<file path="config.mk">
export PLATFORM = sky130hd
export DESIGN_NAME = bcd_time_register
export DESIGN_NICKNAME = d
export VERILOG_FILES = /design/src/rtl/bcd_time_register_pkg.sv /design/src/rtl/bcd_time_register_12h_convert.sv /design/src/rtl/bcd_time_register.sv
export SDC_FILE = /design/constraint.sdc
export NUM_CORES = 1
export LEC_CHECK = 0
export BUFFER_PORTS_ARGS = -buffer_cell sky130_fd_sc_hd__buf_2
export CORE_ASPECT_RATIO = 0.7
export CORE_MARGIN = 10
export CORE_UTILIZATION = 52
export CTS_CLUSTER_DIAMETER = 150
export DETAILED_ROUTE_END_ITERATION = 10
export PLACE_DENSITY = 0.85
export SETUP_SLACK_MARGIN = 0.15
export SYNTH_ARGS = -nofsm -noshare
export SYNTH_HDL_FRONTEND = slang
export SYNTH_SLANG_ARGS = --single-unit
</file>
<file path="constraint.sdc">
create_clock -name clk -period 2.65 [get_ports clk]
set_input_delay 0.1325 -clock clk [delete_from_list [all_inputs] [get_ports clk]]
set_output_delay 0.1325 -clock clk [all_outputs]
set_load 0.05 [all_outputs]
</file>
<file path="src/rtl/bcd_time_register_pkg.sv">
// bcd_time_register_pkg: shared BCD digit width, default field moduli and the noon constant.
package bcd_time_register_pkg;
   localparam int DIGIT_W  = 4;
   localparam int SEC_MAX  = 59;
   localparam int MIN_MAX  = 59;
   localparam int HOUR_MAX = 23;
   localparam int NOON     = 12;
   function automatic logic [7:0] bcd_value(input logic [DIGIT_W-1:0] msd, input logic [DIGIT_W-1:0] lsd);
      return 8'(msd) * 8'd10 + 8'(lsd);
   endfunction
endpackage

</file>
<file path="src/rtl/bcd_time_register_12h_convert.sv">
// bcd_12h_convert: maps a canonical 24H BCD count to the displayed digits and pm flag.
module bcd_12h_convert
   import bcd_time_register_pkg::*;
#(
   parameter int HOURS_MODE = 0
) (
   input  logic [DIGIT_W-1:0] cnt_msd,
   input  logic [DIGIT_W-1:0] cnt_lsd,
   input  logic               military_time,
   output logic [DIGIT_W-1:0] data_msd,
   output logic [DIGIT_W-1:0] data_lsd,
   output logic               pm
);
   localparam logic [7:0] NOON_V = 8'(NOON);
   logic [7:0] value, hour_12;
   logic twelve;
   assign value   = bcd_value(cnt_msd, cnt_lsd);
   assign twelve  = (HOURS_MODE != 0) && !military_time;
   // midnight and noon both read 12; afternoon hours fold down by 12
   assign hour_12 = value == 8'd0 ? NOON_V : (value > NOON_V ? value - NOON_V : value);
   assign pm       = (HOURS_MODE != 0) && value >= NOON_V;
   assign data_msd = twelve ? (hour_12 >= 8'd10 ? 4'd1 : 4'd0) : cnt_msd;
   assign data_lsd = twelve ? 4'(hour_12 >= 8'd10 ? hour_12 - 8'd10 : hour_12) : cnt_lsd;
endmodule

</file>
<file path="src/rtl/bcd_time_register.sv">
// bcd_time_register: two-digit BCD time field with load check, wrap carry and 12H/24H display.
// Define TIME_REG_DEC_EN to make the dec strobe functional.
module bcd_time_register
   import bcd_time_register_pkg::*;
#(
   parameter int MAX_VALUE  = SEC_MAX,
   parameter int HOURS_MODE = 0
) (
   input  logic               clk,
   input  logic               reset_n,
   input  logic               en,
   input  logic               dec,
   input  logic               load,
   input  logic [DIGIT_W-1:0] load_msd,
   input  logic [DIGIT_W-1:0] load_lsd,
   input  logic               military_time,
   output logic [DIGIT_W-1:0] data_msd,
   output logic [DIGIT_W-1:0] data_lsd,
   output logic               pm,
   output logic               carry,
   output logic               load_err
);
   localparam logic [DIGIT_W-1:0] MAX_MSD = 4'(MAX_VALUE / 10);
   localparam logic [DIGIT_W-1:0] MAX_LSD = 4'(MAX_VALUE % 10);
   logic [DIGIT_W-1:0] cnt_msd, cnt_lsd, nxt_msd, nxt_lsd;
   logic at_max, load_ok;
   assign at_max  = cnt_msd == MAX_MSD && cnt_lsd == MAX_LSD;
   assign load_ok = load_lsd <= 4'd9 && bcd_value(load_msd, load_lsd) <= 8'(MAX_VALUE);
`ifndef TIME_REG_DEC_EN
   logic unused_dec;
   assign unused_dec = dec;
`endif
   always_comb begin
      nxt_msd = cnt_msd;
      nxt_lsd = cnt_lsd;
      if (load) begin
         nxt_msd = load_ok ? load_msd : cnt_msd;
         nxt_lsd = load_ok ? load_lsd : cnt_lsd;
      end else if (en) begin
         nxt_msd = at_max ? 4'd0 : (cnt_lsd == 4'd9 ? cnt_msd + 4'd1 : cnt_msd);
         nxt_lsd = at_max ? 4'd0 : (cnt_lsd == 4'd9 ? 4'd0 : cnt_lsd + 4'd1);
      end
`ifdef TIME_REG_DEC_EN
      else if (dec) begin
         nxt_msd = cnt_msd == 4'd0 && cnt_lsd == 4'd0 ? MAX_MSD : (cnt_lsd == 4'd0 ? cnt_msd - 4'd1 : cnt_msd);
         nxt_lsd = cnt_msd == 4'd0 && cnt_lsd == 4'd0 ? MAX_LSD : (cnt_lsd == 4'd0 ? 4'd9 : cnt_lsd - 4'd1);
      end
`endif
   end
   always_ff @(posedge clk) begin
      if (!reset_n) begin
         cnt_msd  <= '0;
         cnt_lsd  <= '0;
         carry    <= 1'b0;
         load_err <= 1'b0;
      end else begin
         cnt_msd  <= nxt_msd;
         cnt_lsd  <= nxt_lsd;
         carry    <= !load && en && at_max;
         load_err <= load && !load_ok;
      end
   end
   bcd_12h_convert #(.HOURS_MODE(HOURS_MODE)) u_convert (
      .cnt_msd      (cnt_msd),
      .cnt_lsd      (cnt_lsd),
      .military_time(military_time),
      .data_msd     (data_msd),
      .data_lsd     (data_lsd),
      .pm           (pm)
   );
endmodule

</file>
==> results.cfg, run 1 <==
[synth]
yosysTopAreaCellShare_pct = 20.67
async_flop_share_pct = 0
synth_warnings = 0
synth_common_cells = dfxtp_1, ha_1, nand2_1
synth.distinct_cells = 44
syn-num-nets = 133
yosysSeqAreaShare_pct = 20.67
yosys.area.top_type = dfxtp_1
synth_seq_cells = 10
synthFlopType = dfxtp_1
synth.area.top_cells = dfxtp_1, ha_1, a21oi_1
synth_most_common_cell = dfxtp_1
netlist_area_um2 = 968.4
synth_area_per_cell_um2 = 8.967
synth_edf_count = 0
synth_cells = 108

[clocking]
cts_buffers = 3
post-cts-setup-buffers = 0
insertion_delay_ns = 0.27
cts.path.max_buffers = 2
cts_tree = built
path_clk_slew_ns = 0.07
root_buffer = clkbuf_4
cts.sinks = 10
h-tree-depth = 1

[floorplan]
rows = 12
die_w_um = 71.58
fp.dieArea_mm2 = 0.004016
start_util_pct = 58.11
die_y_um = 56.11
io_pins = 25
core_mm2 = 0.001667

[timing]
fmax_ghz = 0.4132
fin_crit_sh_pct = 91.32
setup_violations = 0
period_needed_ns = 2.420
fin_tns_setup_ns = 0
rsz0062_at_grt = yes
skew_ns = 0.001049
setup_ws_ns = 0.2300
hold_viol_final = 0
drv_slew = 0

[worst_hold_path]
holdCritPathClass = in -> reg

[finish]
num-nets-final = 156
multi_input_area_um2 = 732.0
final_area_mm2 = 0.001120
area_delta_synth_final_pct = 15.63
final_cells = 150
n_antenna_cell = 0
regArea_um2 = 200.2
fill_cells = 134
drive_gt1_share_pct = 31.01

[placement]
dp_cells = 147
gp_congestion = 0.8603
dp_slack_ns = 0.006552
hpwl_um = 1979
place_area_mm2 = 0.001074
portBuffers = 21

[route]
drt_first_pass_iters = 4
vias = 950
post_drt_via_cell_ratio = 6.333
wl_um = 2516
drc = 0
drtAntennaViolNets = 0
wl_per_cell_um = 16.77
drt_iter0_drc = 82

[run]
drv_cap = 0

[global_routing]
grt_max_degree = 15
grt_pass1_vias = 818
grt_pass1_wl_um = 3760
gr-total-overflow = 0
antenna_found_initial = 0
grt_usage_pct = 11.36

[power]
vdd_drop_max_mv = 0.2964
power_density_mw_per_mm2 = 464.4
p_leak_nw = 0.4970

[critical_path]
crit_arrival_ns = 2.56
cp.required_ns = 2.79
crit_fanout = 6
worst_setup_path_start_kind = primary input
endpoint_kind = flop
critPathKind = in -> reg

[status]
status = finished clean
## repair_timing
item / in CTS / in global routing
resized for setup: 0 / 3
hold buffers: 0 / 0
setup endpoints to repair: 0 / 3
endpoints found under the hold margin: 0 / 0
## cells by family (layout without fill, tap and decap cells)
group                      after synthesis  count (layout)  synth area share, %
other                                    1               1               0.3872
DFF                                     10              10                20.67
AOI/OAI and AO/OA                       32              32                25.97
muxes                                    4               4                4.135
adders and majority gates               11              11                15.76
xor gates and xnor gates                 3               3                2.714
buffers and inverters                   11              32                6.201
and+or+nand+nor                         36              36                24.16
## worst paths after layout
kind | start | slack [ns] | endpoint | depth (start not counted)
hold reg to reg | cnt_lsd[3] | 0.54 | cnt_lsd[3] | 2
setup / recovery | load_msd[3] | 0.23 | cnt_msd[1] | 10
hold / removal | load_lsd[0] | 0.14 | cnt_lsd[0] | 3
setup reg to reg | cnt_lsd[1] | 0.95 | cnt_msd[0] | 5
## registers in the layout, indices dropped and copies added (netlist names)
register / count
carry: 1
cnt_lsd: 4
cnt_msd: 4
load_err: 1
## through the flow
step	utilization [%]	hold slack (ns)	power, mW
2_1_floorplan	-	0.3115	0.3547
3_3_place_gp	64.41	0.4135	0.3971
3_5_place_dp	64.41	0.4268	0.4066
4_1_cts	65.77	0.1490	0.5130
5_1_grt	67.19	0.1850	0.5501
6_report	67.19	0.1441	0.5201
## routing by layer
metal	part of all wire, %	wire (um)	track usage [%]	vias up
met5	0	0	0	-
met4	1.6	41	3.014	0
met3	9.3	235	5.694	6
met2	45	1138	16.88	52
met1	44	1101	13.94	435
li1	-	-	-	457
## power breakdown
| part | internal [mW] | switching (mW) | total [mW] |
|---|---|---|---|
| registers | 0.163 | 0.0164 | 0.179 |
| clock network | 0.0526 | 0.0546 | 0.107 |
| logic | 0.0825 | 0.151 | 0.233 |
| total | 0.298 | 0.222 | 0.520 |
## cell usage in the layout (no fill, tap or decap), types with 3 or more instances in the layout
master and count:
a21oi_1 8, a311oi_1 3, and3_1 3, buf_2 21, clkbuf_4 3, dfxtp_1 10
ha_1 9, inv_1 7, mux2i_1 4, nand2_1 9, nand3_1 5, nor3_1 5
## critical path, stage by stage
cell,delay (ns)
buf_2,0.15
ha_1,0.29
ha_1,0.23
fa_1,0.58
o211a_1,0.19
nand2_1,0.09
o311ai_4,0.27
nand3_2,0.19
a221oi_1,0.34
a311oi_1,0.10
## cell type report
cell class / instances / share of cell area, %
Timing Repair Buffer: 22 / 10.06
Tap cell: 21 / 2.346
Clock buffer: 3 / 2.011
Inverter: 7 / 2.346
Sequential cell: 10 / 17.88
Multi-Input combinational cell: 87 / 65.36
Note: power is estimated with default switching activity, not from simulation.
==> run 2: changes to the inputs <==
--- a/config.mk
+++ b/config.mk
@@ -8,11 +8,12 @@
 export BUFFER_PORTS_ARGS = -buffer_cell sky130_fd_sc_hd__buf_2
 export CORE_ASPECT_RATIO = 0.7
 export CORE_MARGIN = 10
-export CORE_UTILIZATION = 52
+export CORE_UTILIZATION = 51
 export CTS_CLUSTER_DIAMETER = 150
 export DETAILED_ROUTE_END_ITERATION = 10
-export PLACE_DENSITY = 0.85
+export PLACE_DENSITY = 0.84
 export SETUP_SLACK_MARGIN = 0.15
 export SYNTH_ARGS = -nofsm -noshare
 export SYNTH_HDL_FRONTEND = slang
+export SYNTH_HIERARCHICAL = 1
 export SYNTH_SLANG_ARGS = --single-unit
==> run 2 against run 1 <==
Compared with the run above: die area is 0.19% lower; register-to-register slack gained 0.14 ns; power grew 3.7%; area after synthesis decreased by 2.2%; sequential power is essentially flat; utilization is 4.4 points lower; worst setup slack better by 0.080 ns; critical endpoint is now cnt_msd[3].
==> results.cfg, run 2 <==
[status]
status = finished clean

[critical_path]
cp.required_ns = 2.82
max_stage_delay_ns = 0.54
critPathKind = in -> reg
worst_setup_path_start_kind = primary input
cp_top_family = adder cells
cpMaxStageDelayCell = fa_1
crit_path_frequent_cell = ha_1
cp_num_buf_inv = 1
endpoint_kind = flop
crit_fanout = 6
crit_arrival_ns = 2.51
cp_cell_sequence = buf_2 > ha_1 > ha_1 > fa_1 > nand2_1 > nor2_1 > mux2i_1 > nand4_2 > o21bai_4 > o311a_1 > o21ai_1

[clocking]
ctsHoldBuffers = 0
root_buffer = clkbuf_4
ctsResizeCount = 0
cts.sinks = 10
cts.path.max_buffers = 2
cts_buffers = 3
cts_tree = built
post-cts-setup-buffers = 0
path_clk_slew_ns = 0.07
insertion_delay_ns = 0.27
h-tree-depth = 1

[worst_hold_path]
holdCritPathClass = in -> reg

[timing]
fin_tns_setup_ns = 0
hold_viol_final = 0
skew_ns = 0.0006770
drv_slew = 0
fmax_ghz = 0.4274
fin_crit_sh_pct = 88.29
period_needed_ns = 2.340
setup_violations = 0
whs_ns = 0.1270
rsz0062_at_grt = yes
setup_ws_ns = 0.3104

[placement]
hpwl_um = 1772
portBuffers = 21
dp_slack_ns = 0.05684
gp_congestion = 0.7645

[finish]
area_delta_synth_final_pct = 10.44
num-nets-final = 158
drive_gt1_share_pct = 27.27
n_antenna_cell = 0
reg_top3 = cnt_lsd (4), cnt_msd (4)
final_util_pct = 62.76
final_cell_mix = buf_2, nor2_1, nand2_1, dfxtp_1, ha_1
final_common_cell = buf_2

[synth]
synth_warnings = 6
async_flop_share_pct = 0
yosys.area.top_type = dfxtp_1
synth_seq_cells = 10
syn-num-nets = 141
synth.area.top_cells = dfxtp_1, ha_1, buf_4
synth_edf_count = 0
netlist_area_um2 = 947.2
synth_most_common_cell = nor2_1
yosysSeqAreaShare_pct = 21.14
synth_cells = 116
synthFlopType = dfxtp_1
synth_area_per_cell_um2 = 8.165
synth.distinct_cells = 41
synth_common_cells = nor2_1, buf_4, dfxtp_1, nand2_1, ha_1
yosysTopAreaCellShare_pct = 21.14

[floorplan]
io_pins = 25
core_mm2 = 0.001667
fp.dieArea_mm2 = 0.004008
die_y_um = 56.06
die_w_um = 71.51
start_util_pct = 56.83
rows = 12

[route]
drt_iter0_drc = 77
vias = 879
drt_first_pass_iters = 4
wl_per_cell_um = 14.34
drtAntennaViolNets = 0
wl_um = 2194
post_drt_via_cell_ratio = 5.745
drc = 0

[global_routing]
antenna_found_initial = 0
grt_max_degree = 19
grt_pass1_wl_um = 3684
gr-total-overflow = 0
grt_usage_pct = 10.92
grt_pass1_vias = 851

[power]
vdd_drop_max_mv = 0.3095
power_density_mw_per_mm2 = 515.5
p_leak_nw = 0.4706

[run]
drv_cap = 0
-- run 2: worst register-to-register path, stage by stage (launching register included) --
cell     delay, ns
dfxtp_1       0.40
inv_1         0.06
ha_1          0.18
nand2_1       0.06
nor2_1        0.06
a31o_2        0.28
o311a_1       0.34
o21ai_1       0.12
-- run 2: metal layers --
metal	track usage, %	up-vias	wire length [um]
met2	16.88	22	1002
li1	-	443	-
met3	5.872	0	164
met4	1.370	0	0
met1	13.22	414	1027
met5	0	-	0
-- run 2: final timing paths --
kind | to | startpoint | cells past startpoint | slack [ns]
setup / recovery | cnt_msd[3] | load_msd[3] | 11 | 0.31
hold / removal | cnt_lsd[0] | load_lsd[0] | 2 | 0.13
setup reg to reg | cnt_msd[3] | cnt_msd[1] | 7 | 1.09
hold reg to reg | cnt_lsd[3] | cnt_lsd[3] | 2 | 0.54
-- run 2: cells by family (layout without fill, tap and decap cells) --
group                      after synthesis  in the layout  share of synthesized area, %
AOI/OAI and AO/OA                       37             37                         27.61
and+or+nand+nor                         37             37                         19.68
buffers and inverters                   16             32                         11.23
adders and majority gates               11             11                         16.12
DFF                                     10             10                         21.14
xor gates and xnor gates                 3              3                         2.775
other                                    1              1                        0.3959
muxes                                    1              1                         1.057
-- run 2: where the power goes --
| group | switching, mW | internal (mW) | total [mW] | leakage, nW |
|---|---|---|---|---|
| Sequential | 0.0184 | 0.164 | 0.182 | 0.0819 |
| Combinational | 0.138 | 0.0736 | 0.212 | 0.368 |
| Clock | 0.0615 | 0.0836 | 0.145 | 0.0210 |
| Total | 0.218 | 0.321 | 0.539 | 0.471 |
-- run 2: stage by stage --
step / power [mW] / cells / instance area [um^2]
after floorplan: 0.3623 / 116 / 947.2
after global placement: 0.3891 / 148 / 1002
after detailed placement: 0.3942 / 148 / 1002
after CTS: 0.5359 / 152 / 1039
after global routing: 0.5730 / 153 / 1046
final: 0.5392 / 153 / 1046
-- run 2: layout make-up --
type                    instances  area [um^2]
multi-input cells              90        640.6
fillers                       151        620.6
flip-flops and latches         10        200.2
repair buffers                 24        127.6
clock buffers                   4        36.28
well taps                      21        26.28
inverters                       4        15.01
==> run 3: changes to the inputs <==
--- a/config.mk
+++ b/config.mk
@@ -5,13 +5,16 @@
 export SDC_FILE = /design/constraint.sdc
 export NUM_CORES = 1
 export LEC_CHECK = 0
+export ABC_CLOCK_PERIOD_IN_PS = 2650
 export BUFFER_PORTS_ARGS = -buffer_cell sky130_fd_sc_hd__buf_2
+export CELL_PAD_IN_SITES_DETAIL_PLACEMENT = 0
+export CELL_PAD_IN_SITES_GLOBAL_PLACEMENT = 1
 export CORE_ASPECT_RATIO = 0.7
 export CORE_MARGIN = 10
-export CORE_UTILIZATION = 51
+export CORE_UTILIZATION = 37
 export CTS_CLUSTER_DIAMETER = 150
 export DETAILED_ROUTE_END_ITERATION = 10
-export PLACE_DENSITY = 0.84
+export PLACE_DENSITY = 0.83
 export SETUP_SLACK_MARGIN = 0.15
 export SYNTH_ARGS = -nofsm -noshare
 export SYNTH_HDL_FRONTEND = slang
==> run 3 against run 2 <==
Compared with the run above: first-iteration DRC count shrank 43%; fmax down 1.7%; worst hold slack better by 0.066 ns; cell area is 6.5% higher; combinational power rose by 8%; wire length rose by 11%; count of clock-buffer cells in the layout is the same; via count rose by 3.9%; sequential cell count unchanged; largest power group unchanged; highest routed layer is now met4.
==> results.cfg, run 3 (synthesis gave the netlist of run 2 again) <==
[status]
status = finished clean

[route]
wl_per_cell_um = 14.66
drt_iter0_drc = 44
drt_first_pass_iters = 4
vias = 913
wl_um = 2434
post_drt_via_cell_ratio = 5.500
drc = 0
drtAntennaViolNets = 0

[timing]
period_needed_ns = 2.379
setup_ws_ns = 0.2709
fin_crit_sh_pct = 89.78
setup_violations = 0
fmax_ghz = 0.4203
skew_ns = 0.001882
drv_slew = 0
fin_tns_setup_ns = 0
rsz0062_at_grt = no
hold_viol_final = 0

[global_routing]
grt_usage_pct = 9.761
grt_max_degree = 19
gr-total-overflow = 0
grt_pass1_wl_um = 4064
antenna_found_initial = 0
grt_pass1_vias = 909

[power]
p_total_mw = 0.6050
comb_power_share_pct = 37.7
switching_share_pct = 38.02
power_switching_mw = 0.2300
intPower_mw = 0.3749
power_frac_seq_pct = 30.3
power_density_mw_per_mm2 = 543.3
vdd_drop_max_mv = 0.1937
p_clk_share_pct = 32.0
p_leak_nw = 0.4796

[critical_path]
cpMaxStageDelayCell = fa_1
cp_cell_sequence = buf_2 > ha_1 > ha_2 > fa_1 > nand2_2 > nor2_4 > mux2i_2 > nand4_4 > o21bai_4 > o311a_1 > o21ai_1
cp.required_ns = 2.78
crit_fanout = 7
worst_setup_path_start_kind = primary input
max_stage_delay_ns = 0.58
endpoint_kind = flop
critPathKind = in -> reg
crit_arrival_ns = 2.51

[finish]
drive_gt1_share_pct = 30.30
final_common_cell = buf_2
fill_cells = 254
reg_top3 = cnt_lsd (4), cnt_msd (4)
area_delta_synth_final_pct = 17.57
final_util_pct = 45.29
final_cell_mix = buf_2, nor2_1, dfxtp_1
num-nets-final = 158
n_antenna_cell = 0
final_cells = 166

[floorplan]
core_mm2 = 0.002459
io_pins = 25
fp.dieArea_mm2 = 0.005016
start_util_pct = 38.52
rows = 15
die_y_um = 62.33
die_w_um = 80.47

[worst_hold_path]
holdCritPathClass = in -> reg

[placement]
dp_cells = 161
portBuffers = 21
hpwl_um = 1879
dp_slack_ns = 0.04224
gp_congestion = 0.7909

[run]
drv_cap = 0

[clocking]
path_clk_slew_ns = 0.05
h-tree-depth = 1
cts.sinks = 10
cts_tree = built
root_buffer = clkbuf_8
insertion_delay_ns = 0.24
cts_buffers = 3
cts.path.max_buffers = 2
-- run 3: final timing paths --
path | start | slack, ns | cells past startpoint | endpoint
setup / recovery | load_msd[3] | 0.27 | 11 | cnt_msd[3]
hold / removal | load_lsd[0] | 0.19 | 2 | cnt_lsd[0]
setup reg to reg | cnt_msd[1] | 1.11 | 7 | cnt_msd[3]
hold reg to reg | cnt_lsd[3] | 0.53 | 2 | cnt_lsd[3]
-- run 3: timing repair --
| item | in CTS | in global routing |
|---|---|---|
| hold buffers | 0 | 0 |
| gates resized for setup | 0 | 8 |
| endpoints found under the setup margin | 0 | 6 |
| buffers inserted | 0 | 1 |
-- run 3: through the flow --
stage               hold WS [ns]  instance area, um^2
global route              0.1921                 1114
CTS                       0.1979                 1074
finish                    0.1926                 1114
detailed placement        0.4432                 1018
floorplan                 0.2541                947.2
global placement          0.4128                 1018
-- run 3: power groups by stage --
stage	sequential (mW)	combinational, mW	clock (mW)
after floorplan	0.184	0.178	0
after global placement	0.185	0.207	0
after detailed placement	0.186	0.212	0
after CTS	0.183	0.213	0.197
after global routing	0.186	0.250	0.209
final	0.183	0.228	0.194
-- run 3: area by class of cell --
class,count,area (um^2),area share [%]
inverter,4,15.01,1.348
clock buffer,4,55.05,4.944
sequential,10,200.2,17.98
multi-input combinational,90,673.1,60.45
timing repair buffer,24,127.6,11.46
tap,34,42.54,3.820
-- run 3: critical path, delay by kind of cell --
| kind | cells | cell delay (ns) |
|---|---|---|
| adders and majority gates | 3 | 1.08 |
| AOI/OAI and AO/OA | 3 | 0.50 |
| and+or+nand+nor | 3 | 0.36 |
| muxes | 1 | 0.29 |
| buffers and inverters | 1 | 0.13 |
-- run 3: metal layers --
| layer | vias up | track usage (%) | part of all wire [%] |
|---|---|---|---|
| li1 | 446 | - | - |
| met2 | 20 | 15.18 | 47 |
| met5 | - | 0 | 0 |
| met4 | 0 | 3.289 | 0.82 |
| met3 | 2 | 3.017 | 5.2 |
| met1 | 445 | 12.26 | 47 |
